## config.mk

```make
export PLATFORM = sky130hd
export DESIGN_NAME = uart_program_loader_flat
export DESIGN_NICKNAME = d
export VERILOG_FILES = /design/src/rtl/loader_pkg.sv /design/src/rtl/uart_program_loader_if.sv /design/src/rtl/word_event_detect.sv /design/src/rtl/uart_program_loader.sv /design/src/flat_wrapper.sv
export SDC_FILE = /design/constraint.sdc
export NUM_CORES = 1
export LEC_CHECK = 0
export CORE_MARGIN = 2
export CORE_UTILIZATION = 53
export CTS_CLUSTER_SIZE = 8
export DETAILED_ROUTE_END_ITERATION = 10
export GPL_TIMING_DRIVEN = 1
export PLACE_DENSITY = 0.8
export SLEW_MARGIN = 20
export SYNTH_ARGS = -nofsm -noshare
export SYNTH_HDL_FRONTEND = slang
export SYNTH_SLANG_ARGS = --single-unit
```

## constraint.sdc

```tcl
create_clock -name clk -period 3.1 [get_ports clk]
set_input_delay 0.465 -clock clk [delete_from_list [all_inputs] [get_ports clk]]
set_output_delay 0.465 -clock clk [all_outputs]
set_load 0.01 [all_outputs]
```

## src/rtl/loader_pkg.sv

```systemverilog
// Shared definitions for the UART program loader: load-sequence states and widths.
package loader_pkg;

    localparam int LOADER_ADDR_W = 10;
    localparam int WORD_W        = 32;

    typedef enum logic [2:0] {
        WAIT_LEN,
        LOAD,
        WAIT_CSUM,
        DONE,
        ERROR
    } load_state_e;

endpackage

```

## src/rtl/uart_program_loader_if.sv

```systemverilog
// Word stream from the UART receiver and the instruction-memory write port.
interface uart_program_loader_if #(
    parameter int ADDR_W = loader_pkg::LOADER_ADDR_W
);

    logic [loader_pkg::WORD_W-1:0] word_in;
    logic                          word_valid;
    logic                          mem_we;
    logic [ADDR_W-1:0]             mem_addr;
    logic [loader_pkg::WORD_W-1:0] mem_wdata;

    // The loader consumes words and drives the memory port.
    modport master (
        input  word_in,
        input  word_valid,
        output mem_we,
        output mem_addr,
        output mem_wdata
    );

    modport slave (
        output word_in,
        output word_valid,
        input  mem_we,
        input  mem_addr,
        input  mem_wdata
    );

endinterface

```

## src/rtl/word_event_detect.sv

```systemverilog
// Turns the receiver's word_end level into a one-cycle rising-edge pulse.
module word_event_detect (
    input  logic clk,
    input  logic reset,
    input  logic level,
    output logic pulse
);

    logic level_p0;

    // Resetting to 1 keeps a level already high at reset release from counting as a word.
    always_ff @(posedge clk or negedge reset) begin
        if (!reset) begin
            level_p0 <= 1'b1;
        end else begin
            level_p0 <= level;
        end
    end

    assign pulse = level & ~level_p0;

endmodule

```

## src/rtl/uart_program_loader.sv

```systemverilog
// Loads a length-prefixed, XOR-checksummed program into instruction memory and holds the CPU in reset until it succeeds.
module uart_program_loader
    import loader_pkg::*;
#(
    parameter int ADDR_W = LOADER_ADDR_W
) (
    input  logic                   clk,
    input  logic                   reset,
    uart_program_loader_if.master  bus,
    input  logic                   reload,
    output logic                   cpu_reset,
    output logic                   load_done,
    output logic                   load_error
);

    localparam logic [WORD_W-1:0] MAX_LEN = WORD_W'(2 ** ADDR_W);
    localparam logic [ADDR_W:0]   CNT_ONE = (ADDR_W + 1)'(1);

    load_state_e         state_q, state_d;
    logic                word_evt;
    logic                hdr_ok;
    logic [ADDR_W:0]     cnt_q, cnt_d, cnt_inc;
    logic [ADDR_W:0]     len_q, len_d;
    logic [WORD_W-1:0]   acc_q, acc_d;
    logic                we_q, we_d;
    logic [ADDR_W-1:0]   addr_q, addr_d;
    logic [WORD_W-1:0]   wdata_q, wdata_d;
    logic                cpu_reset_d, load_done_d, load_error_d;

    word_event_detect u_word_event_detect (
        .clk   (clk),
        .reset (reset),
        .level (bus.word_valid),
        .pulse (word_evt)
    );

    assign hdr_ok  = (bus.word_in != '0) && (bus.word_in <= MAX_LEN);
    assign cnt_inc = cnt_q + CNT_ONE;

    always_ff @(posedge clk or negedge reset) begin
        if (!reset) begin
            state_q <= WAIT_LEN;
        end else begin
            state_q <= state_d;
        end
    end

    // reload takes priority over a coincident word event, which is dropped.
    always_comb begin
        state_d = state_q;
        if (reload) begin
            state_d = WAIT_LEN;
        end else if (word_evt) begin
            case (state_q)
                WAIT_LEN:  state_d = hdr_ok ? LOAD : ERROR;
                LOAD:      if (cnt_inc == len_q) state_d = WAIT_CSUM;
                WAIT_CSUM: state_d = (bus.word_in == acc_q) ? DONE : ERROR;
                default:   state_d = state_q;
            endcase
        end
    end

    always_comb begin
        len_d        = len_q;
        cnt_d        = cnt_q;
        acc_d        = acc_q;
        we_d         = 1'b0;
        addr_d       = addr_q;
        wdata_d      = wdata_q;
        cpu_reset_d  = (state_d != DONE);
        load_done_d  = (state_d == DONE);
        load_error_d = (state_d == ERROR);
        if (reload) begin
            cnt_d = '0;
            acc_d = '0;
        end else if (word_evt) begin
            case (state_q)
                WAIT_LEN: begin
                    if (hdr_ok) begin
                        len_d = bus.word_in[ADDR_W:0];
                        cnt_d = '0;
                        acc_d = '0;
                    end
                end
                LOAD: begin
                    we_d    = 1'b1;
                    addr_d  = cnt_q[ADDR_W-1:0];
                    wdata_d = bus.word_in;
                    cnt_d   = cnt_inc;
                    acc_d   = acc_q ^ bus.word_in;
                end
                default: begin
                end
            endcase
        end
    end

    always_ff @(posedge clk or negedge reset) begin
        if (!reset) begin
            len_q      <= '0;
            cnt_q      <= '0;
            acc_q      <= '0;
            we_q       <= 1'b0;
            addr_q     <= '0;
            wdata_q    <= '0;
            cpu_reset  <= 1'b1;
            load_done  <= 1'b0;
            load_error <= 1'b0;
        end else begin
            len_q      <= len_d;
            cnt_q      <= cnt_d;
            acc_q      <= acc_d;
            we_q       <= we_d;
            addr_q     <= addr_d;
            wdata_q    <= wdata_d;
            cpu_reset  <= cpu_reset_d;
            load_done  <= load_done_d;
            load_error <= load_error_d;
        end
    end

    assign bus.mem_we    = we_q;
    assign bus.mem_addr  = addr_q;
    assign bus.mem_wdata = wdata_q;

endmodule

```

## src/flat_wrapper.sv

```systemverilog
// flat-port wrapper written by rule: the top's interface ports become plain ports
module uart_program_loader_flat import loader_pkg::*;
#(
    parameter int ADDR_W = LOADER_ADDR_W
)
  (clk, reset, reload, cpu_reset, load_done, load_error, bus_word_in, bus_word_valid, bus_mem_we, bus_mem_addr, bus_mem_wdata);
  uart_program_loader_if #(.ADDR_W(ADDR_W)) bus_i ();
  input  logic clk;
  input  logic reset;
  input  logic reload;
  output logic cpu_reset;
  output logic load_done;
  output logic load_error;
  input wire logic [$bits(bus_i.word_in)-1:0] bus_word_in;
  input wire logic [$bits(bus_i.word_valid)-1:0] bus_word_valid;
  output wire logic [$bits(bus_i.mem_we)-1:0] bus_mem_we;
  output wire logic [$bits(bus_i.mem_addr)-1:0] bus_mem_addr;
  output wire logic [$bits(bus_i.mem_wdata)-1:0] bus_mem_wdata;
  assign bus_i.word_in = bus_word_in;
  assign bus_i.word_valid = bus_word_valid;
  assign bus_mem_we = bus_i.mem_we;
  assign bus_mem_addr = bus_i.mem_addr;
  assign bus_mem_wdata = bus_i.mem_wdata;
  uart_program_loader #(.ADDR_W(ADDR_W)) u_core (.clk(clk), .reset(reset), .bus(bus_i), .reload(reload), .cpu_reset(cpu_reset), .load_done(load_done), .load_error(load_error));
endmodule
```

==> impl_metrics.json, run 1 <==
{
  "critPathTopFamily": "simple AND/OR/NAND/NOR gates",
  "ys_ff_latch": 104,
  "yosysTopAreaCell": "dfrtp_1",
  "synth_flop_cell": "dfrtp_1",
  "wire_per_inst_um": 16.8,
  "final_common_cell": "nand2_1",
  "grt.met1_usage_pct": 33.9,
  "syn_area_mm2": 0.00494,
  "p_leak_nw": 2.84,
  "place.gp.congestion": 0.905,
  "pre_cts_ws_ns": 0.0765,
  "antenna_found_initial": 0,
  "dieWidth_um": 101,
  "clkTransAtPathRegs_ns": 0.11,
  "ir_worst_vdd_v": 0.000211,
  "fillers": 707,
  "required_ns": 3.34,
  "rows": 35,
  "cts_resized": 0,
  "path_cells": "clkdlybuf4s50_1 > nor4_1 > nand4_1 > nor3_2 > a22oi_1 > o21ba_1 > buf_4 > o21ai_0 > o21ai_0",
  "drt_iter0_drc": 296,
  "arrival_ns": 2.89,
  "die_h_um": 101,
  "synthTopCellsByArea": "dfrtp_1, nand2_1, o21ai_0",
  "fin_setup_tns_ns": 0,
  "place_hpwl_um": 8550,
  "drc": 0,
  "numCtsBuffers": 9,
  "min_period_ns": 2.64,
  "worst_path_most_repeated_cell": "o21ai_0",
  "nets": 649,
  "grt.busiest_layer": "met2",
  "power_density_mw_per_mm2": 394,
  "timing.final.crit_share_pct": 85.3,
  "stdcell_area_mm2": 0.00610,
  "reg2reg_slack_ns": 0.58,
  "antennaDiodeCount": 0,
  "max_freq_ghz": 0.378,
  "first_global_vias": 4113,
  "cts-root-buf": "clkbuf_8",
  "synthDistinctLibCells": 44,
  "core_mm2": 0.00915,
  "slew_viol_final": 0,
  "synth_edf_count": 0,
  "grt_max_degree": 66,
  "max_cap_violations": 0,
  "clock-skew-final_ns": 0.0116,
  "start_util_pct": 54.0,
  "crit_slowest_cell": "clkdlybuf4s50_1",
  "clock_latency_ns": 0.37,
  "met3_usage_pct": 4.65,
  "cp.depth": 9,
  "critical_path_class": "input port to flop",
  "holdCritPathClass": "input port to asynchronous set/reset pin",
  "setup_viol": 0,
  "cts_tree": "yes",
  "area_growth_pct": 23.5,
  "synth_top_area_share_pct": 51.7,
  "r2r-end": "u_core.cpu_reset",
  "ant_nets": 0,
  "wirelength_um": 12200,
  "critPathMaxStageDelay_ns": 0.48,
  "worst_setup_path_end_kind": "flop",
  "syn-instance-count": 533,
  "synth-async-reset-ratio_pct": 100,
  "tightest_slew_ns": 0.820,
  "port_buffers": 81,
  "placed_cell_area_mm2": 0.00589,
  "ys_warn_count": 0,
  "cts_hold_buffers": 0,
  "htree_levels": 3,
  "slew_headroom_pct": 45.3,
  "overflow": 0,
  "cts_setup_buffers": 0,
  "hold_violations": 0,
  "grt_setup_unrepaired": "no",
  "layout_common_cells": "nand2_1, dfrtp_1, clkdlybuf4s50_1",
  "first_pass_iters": 6,
  "grt_pass1_wl_um": 20300,
  "reg2regPathDepth": 8,
  "via_per_inst": 5.77,
  "outcome": "complete, no violations",
  "cp-startpoint": "bus_word_in[17]",
  "vias": 4200,
  "worst_slack_ns": 0.455,
  "cts_buffer_depth": 2,
  "start_kind": "input port",
  "yosysSeqAreaShare_pct": 52.7,
  "met2_usage_pct": 42.3,
  "syn_nets": 570,
  "io_pins": 82,
  "avgSynthCellArea_um2": 9.27,
  "clkSinkCount": 104,
  "crit_fanout": 21,
  "path_buf_inv": 2,
  "dieArea_mm2": 0.0101,
  "track_usage_pct": 25.6,
  "final_layout_size_suffix_gt1_share_pct": 6.81,
  "timing.rr.start": "u_core.cnt_q[0]"
}
[state kept, by name, indices dropped and copies added, names as in the netlist, 3 cells and up]
signal / flops
u_core.bus.mem_addr: 10
u_core.bus.mem_wdata: 32
u_core.cnt_q: 11
u_core.len_q: 11
u_core.acc_q: 32
u_core.state_q: 3
[cell usage after synthesis (2+ instances only)]
library cell  count
mux2_1           11
o21ai_0          69
buf_4             2
nand4_1          10
xor2_1           11
a21oi_1           4
o31ai_1           3
buf_2             8
inv_1             7
clkbuf_1         13
or3_1             3
xnor2_1          37
and3_1            4
o21ai_1          18
nand3_1           6
o41ai_2           2
nand4_2           2
a211oi_1          2
nor2_1           52
nor4_1            9
nand2_1         130
dfrtp_1         102
mux2i_1           2
nor3_2            2
dfstp_2           2
nor3_1            4
[final cells by class]
class	instances	area, um^2	area share [%]
clock inverters	5	63.8	1.05
flip-flops and latches	104	2610	42.7
multi-input cells	399	2220	36.3
repair buffers	91	908	14.9
inverters	7	26.3	0.431
clock buffers	11	141	2.32
well taps	111	139	2.28
[how the worst max path moves through the flow]
| stage | endpoint | slack, ns |
|---|---|---|
| 6_report | u_core.acc_q[30] | 0.46 |
| 5_1_grt | u_core.acc_q[12] | 0.27 |
| 4_1_cts | u_core.len_q[9] | 0.45 |
| 3_5_place_dp | u_core.len_q[7] | 0.08 |
| 3_3_place_gp | u_core.len_q[10] | 0.14 |
| 2_1_floorplan | u_core.cpu_reset | 0.95 |
[stage by stage]
stage	std cells	total power [W]	hold slack [ns]	utilization, %
6_report	728	0.00240	0.189	66.6
3_3_place_gp	712	0.00154	0.457	64.4
4_1_cts	728	0.00241	0.212	66.6
2_1_floorplan	533	0.00142	0.169	-
5_1_grt	728	0.00248	0.256	66.6
3_5_place_dp	712	0.00154	0.462	64.4
[per-layer routing]
| metal | up-vias | wire length, um | part of all wire, % |
|---|---|---|---|
| met5 | - | 0 | 0 |
| met4 | 0 | 292 | 2.4 |
| met3 | 27 | 799 | 6.5 |
| met2 | 169 | 5840 | 48 |
| met1 | 2047 | 5270 | 43 |
| li1 | 1957 | - | - |
[where the power goes]
part	total (W)	switching (W)	leakage [nW]	internal [W]
combinational	0.000155	0.0000897	1.30	0.0000652
clock	0.000889	0.000486	0.100	0.000403
sequential	0.00136	0.00000113	1.45	0.00136
total	0.00240	0.000577	2.84	0.00183
[kinds of logic (layout without fill, tap and decap cells)]
family                     after synthesis  after routing  share of synthesized area (%)
xor gates and xnor gates                49             49                           8.84
DFF                                    104            104                           52.7
buffers and inverters                   30            114                           2.63
adders and majority gates                1              1                          0.253
and+or+nand+nor                        229            229                           20.4
AOI/OAI and AO/OA                      107            107                           12.3
muxes                                   13             13                           2.91
[worst reg2reg max path, cell delays in order, from the launching register on]
cell and delay, ns:
dfrtp_1 0.52, ha_1 0.32, nand3_1 0.22, nor2_1 0.25, xnor2_1 0.16, nand4_1 0.18
o41ai_2 0.31, a21boi_1 0.16, or3_1 0.33
Power figures use the tool's default switching activity.
==> inputs of run 2 (changes only) <==
Settings changed: CELL_PAD_IN_SITES_DETAIL_PLACEMENT set to 1, CELL_PAD_IN_SITES_GLOBAL_PLACEMENT set to 2, CORE_UTILIZATION 53 to 33, PLACE_DENSITY 0.8 to not set, PLACE_DENSITY_LB_ADDON set to 0.1.
==> run 2 against run 1 <==
Via count decreased by 2.3%. Combinational power is 9% higher. Clock-buffer cell count grew 2. Flip-flop and latch count unchanged. Final cell count is 11% higher. Critical endpoint is now u_core.cpu_reset. Largest power group unchanged.
==> impl_metrics.json, run 2 (synthesized netlist as in run 1, its figures left out) <==
{
  "io_pins": 82,
  "critPathMaxStageDelay_ns": 0.51,
  "multi_input_comb_area_mm2": 0.00222,
  "wirelength_um": 14800,
  "outcome": "complete, no violations",
  "crit_slowest_cell": "dfrtp_1",
  "port_buffers": 81,
  "start_kind": "flop",
  "grt_max_degree": 51,
  "grt_pass1_wl_um": 24400,
  "critPathTopFamily": "simple AND/OR/NAND/NOR gates",
  "power_density_mw_per_mm2": 435,
  "drc": 0,
  "cts_resized": 0,
  "p_leak_nw": 2.94,
  "placed_cell_area_mm2": 0.00604,
  "vias": 4104,
  "stdcell_count": 810,
  "cts_hold_buffers": 0,
  "slew_headroom_pct": 54.7,
  "path_cells": "ha_1 > nand3_1 > nor2_1 > xnor2_1 > nand4_1 > o41ai_2 > a21boi_1 > or3_1",
  "fin_setup_tns_ns": 0,
  "antenna_found_initial": 0,
  "rows": 44,
  "clkSinkCount": 104,
  "start_util_pct": 33.9,
  "path_buf_inv": 0,
  "final_layout_size_suffix_gt1_share_pct": 7.83,
  "die_h_um": 126,
  "stdcell_area_mm2": 0.00636,
  "wire_per_inst_um": 18.3,
  "cts-root-buf": "clkbuf_16",
  "drt_iter0_drc": 182,
  "min_period_ns": 2.64,
  "track_usage_pct": 19.5,
  "ir_worst_vdd_v": 0.000246,
  "nets": 658,
  "place.gp.congestion": 0.813,
  "dpl.cell_count": 794,
  "p_total_w": 0.00277,
  "first_pass_iters": 4,
  "crit_fanout": 8,
  "layout_common_cells": "nand2_1, dfrtp_1, clkdlybuf4s50_1",
  "first_global_vias": 4590,
  "arrival_ns": 2.92,
  "area_growth_pct": 28.7,
  "hold_violations": 0,
  "place_hpwl_um": 10700,
  "timing.final.crit_share_pct": 85.3,
  "worst_setup_path_end_kind": "flop",
  "dieArea_mm2": 0.0160,
  "cts_setup_buffers": 0,
  "dieWidth_um": 126,
  "utilization_pct": 43.6,
  "overflow": 0,
  "holdCritPathClass": "input port to asynchronous set/reset pin",
  "clkTransAtPathRegs_ns": 0.07,
  "max_freq_ghz": 0.378,
  "grt_setup_unrepaired": "no",
  "ant_nets": 0,
  "clock_latency_ns": 0.35,
  "final_common_cell": "nand2_1",
  "fillers": 1712,
  "slew_viol_final": 0,
  "htree_levels": 3,
  "cts_buffer_depth": 2,
  "numCtsBuffers": 9,
  "clock-skew-final_ns": 0.0102,
  "critical_path_class": "flop to flop",
  "antennaDiodeCount": 0,
  "max_cap_violations": 0,
  "tightest_slew_ns": 0.679,
  "ff_latch_area_mm2": 0.00261,
  "setup_viol": 0,
  "cts_tree": "yes",
  "core_mm2": 0.0146,
  "via_per_inst": 5.07,
  "required_ns": 3.37
}
==> run 2: cell types whose count changed in the layout (fill, tap and decap cells not counted) <==
cell	previous run	this run
clkinvlp_4	1	0
clkinv_4	2	0
clkbuf_1	1	3
inv_6	1	0
buf_12	2	1
clkbuf_16	0	9
bufinv_16	1	2
buf_4	9	19
clkinv_2	0	1
clkbuf_8	10	1
==> run 2: final timing paths <==
| check | cells past startpoint | start | to | slack, ns |
|---|---|---|---|---|
| max | 8 | u_core.cnt_q[0] | u_core.cpu_reset | 0.46 |
| min | 1 | reset | u_core.bus.mem_we | 0.15 |
| max reg2reg | 8 | u_core.cnt_q[0] | u_core.cpu_reset | 0.46 |
| min reg2reg | 2 | u_core.bus.mem_addr[8] | u_core.bus.mem_addr[8] | 0.48 |
| max in group asynchronous | 2 | reset | u_core.len_q[7] | 2.16 |
| min in group clk | 2 | u_core.bus.mem_addr[8] | u_core.bus.mem_addr[8] | 0.48 |
==> run 2: per-stage QoR <==
step	setup WS, ns	hold slack [ns]
floorplan	0.949	0.169
global placement	0.175	0.461
detailed placement	0.148	0.463
CTS	0.481	0.168
global route	0.286	0.186
finish	0.457	0.149
==> run 2: worst register-to-register path, delay by kind of cell (launching register included) <==
family                     cells  cell delay (ns)
DFF                            1             0.51
AOI/OAI and AO/OA              2             0.51
xor gates and xnor gates       1             0.18
and+or+nand+nor                4             1.06
adders and majority gates      1             0.32
==> run 2: layout make-up <==
| type | count | area share, % |
|---|---|---|
| repair buffers | 100 | 15.2 |
| well taps | 184 | 3.62 |
| flip-flops and latches | 104 | 41.0 |
| clock buffers | 13 | 3.94 |
| clock inverters | 3 | 1.02 |
| inverters | 7 | 0.413 |
| multi-input cells | 399 | 34.9 |
==> run 2: power by group <==
| group | switching, W | internal [W] | total, W |
|---|---|---|---|
| combinational | 0.0000985 | 0.0000704 | 0.000169 |
| sequential | 0.00000127 | 0.00136 | 0.00136 |
| clock | 0.000507 | 0.000730 | 0.00124 |
| total | 0.000607 | 0.00216 | 0.00277 |
==> run 2: per-layer routing <==
metal  vias up  global-route usage [%]  part of all wire, %
li1       1965                       -                    -
met1      2078                    25.0                   45
met2        50                    33.7                   51
met3        11                    4.47                  2.6
met4         0                    4.07                 0.96
met5         -                       0                    0
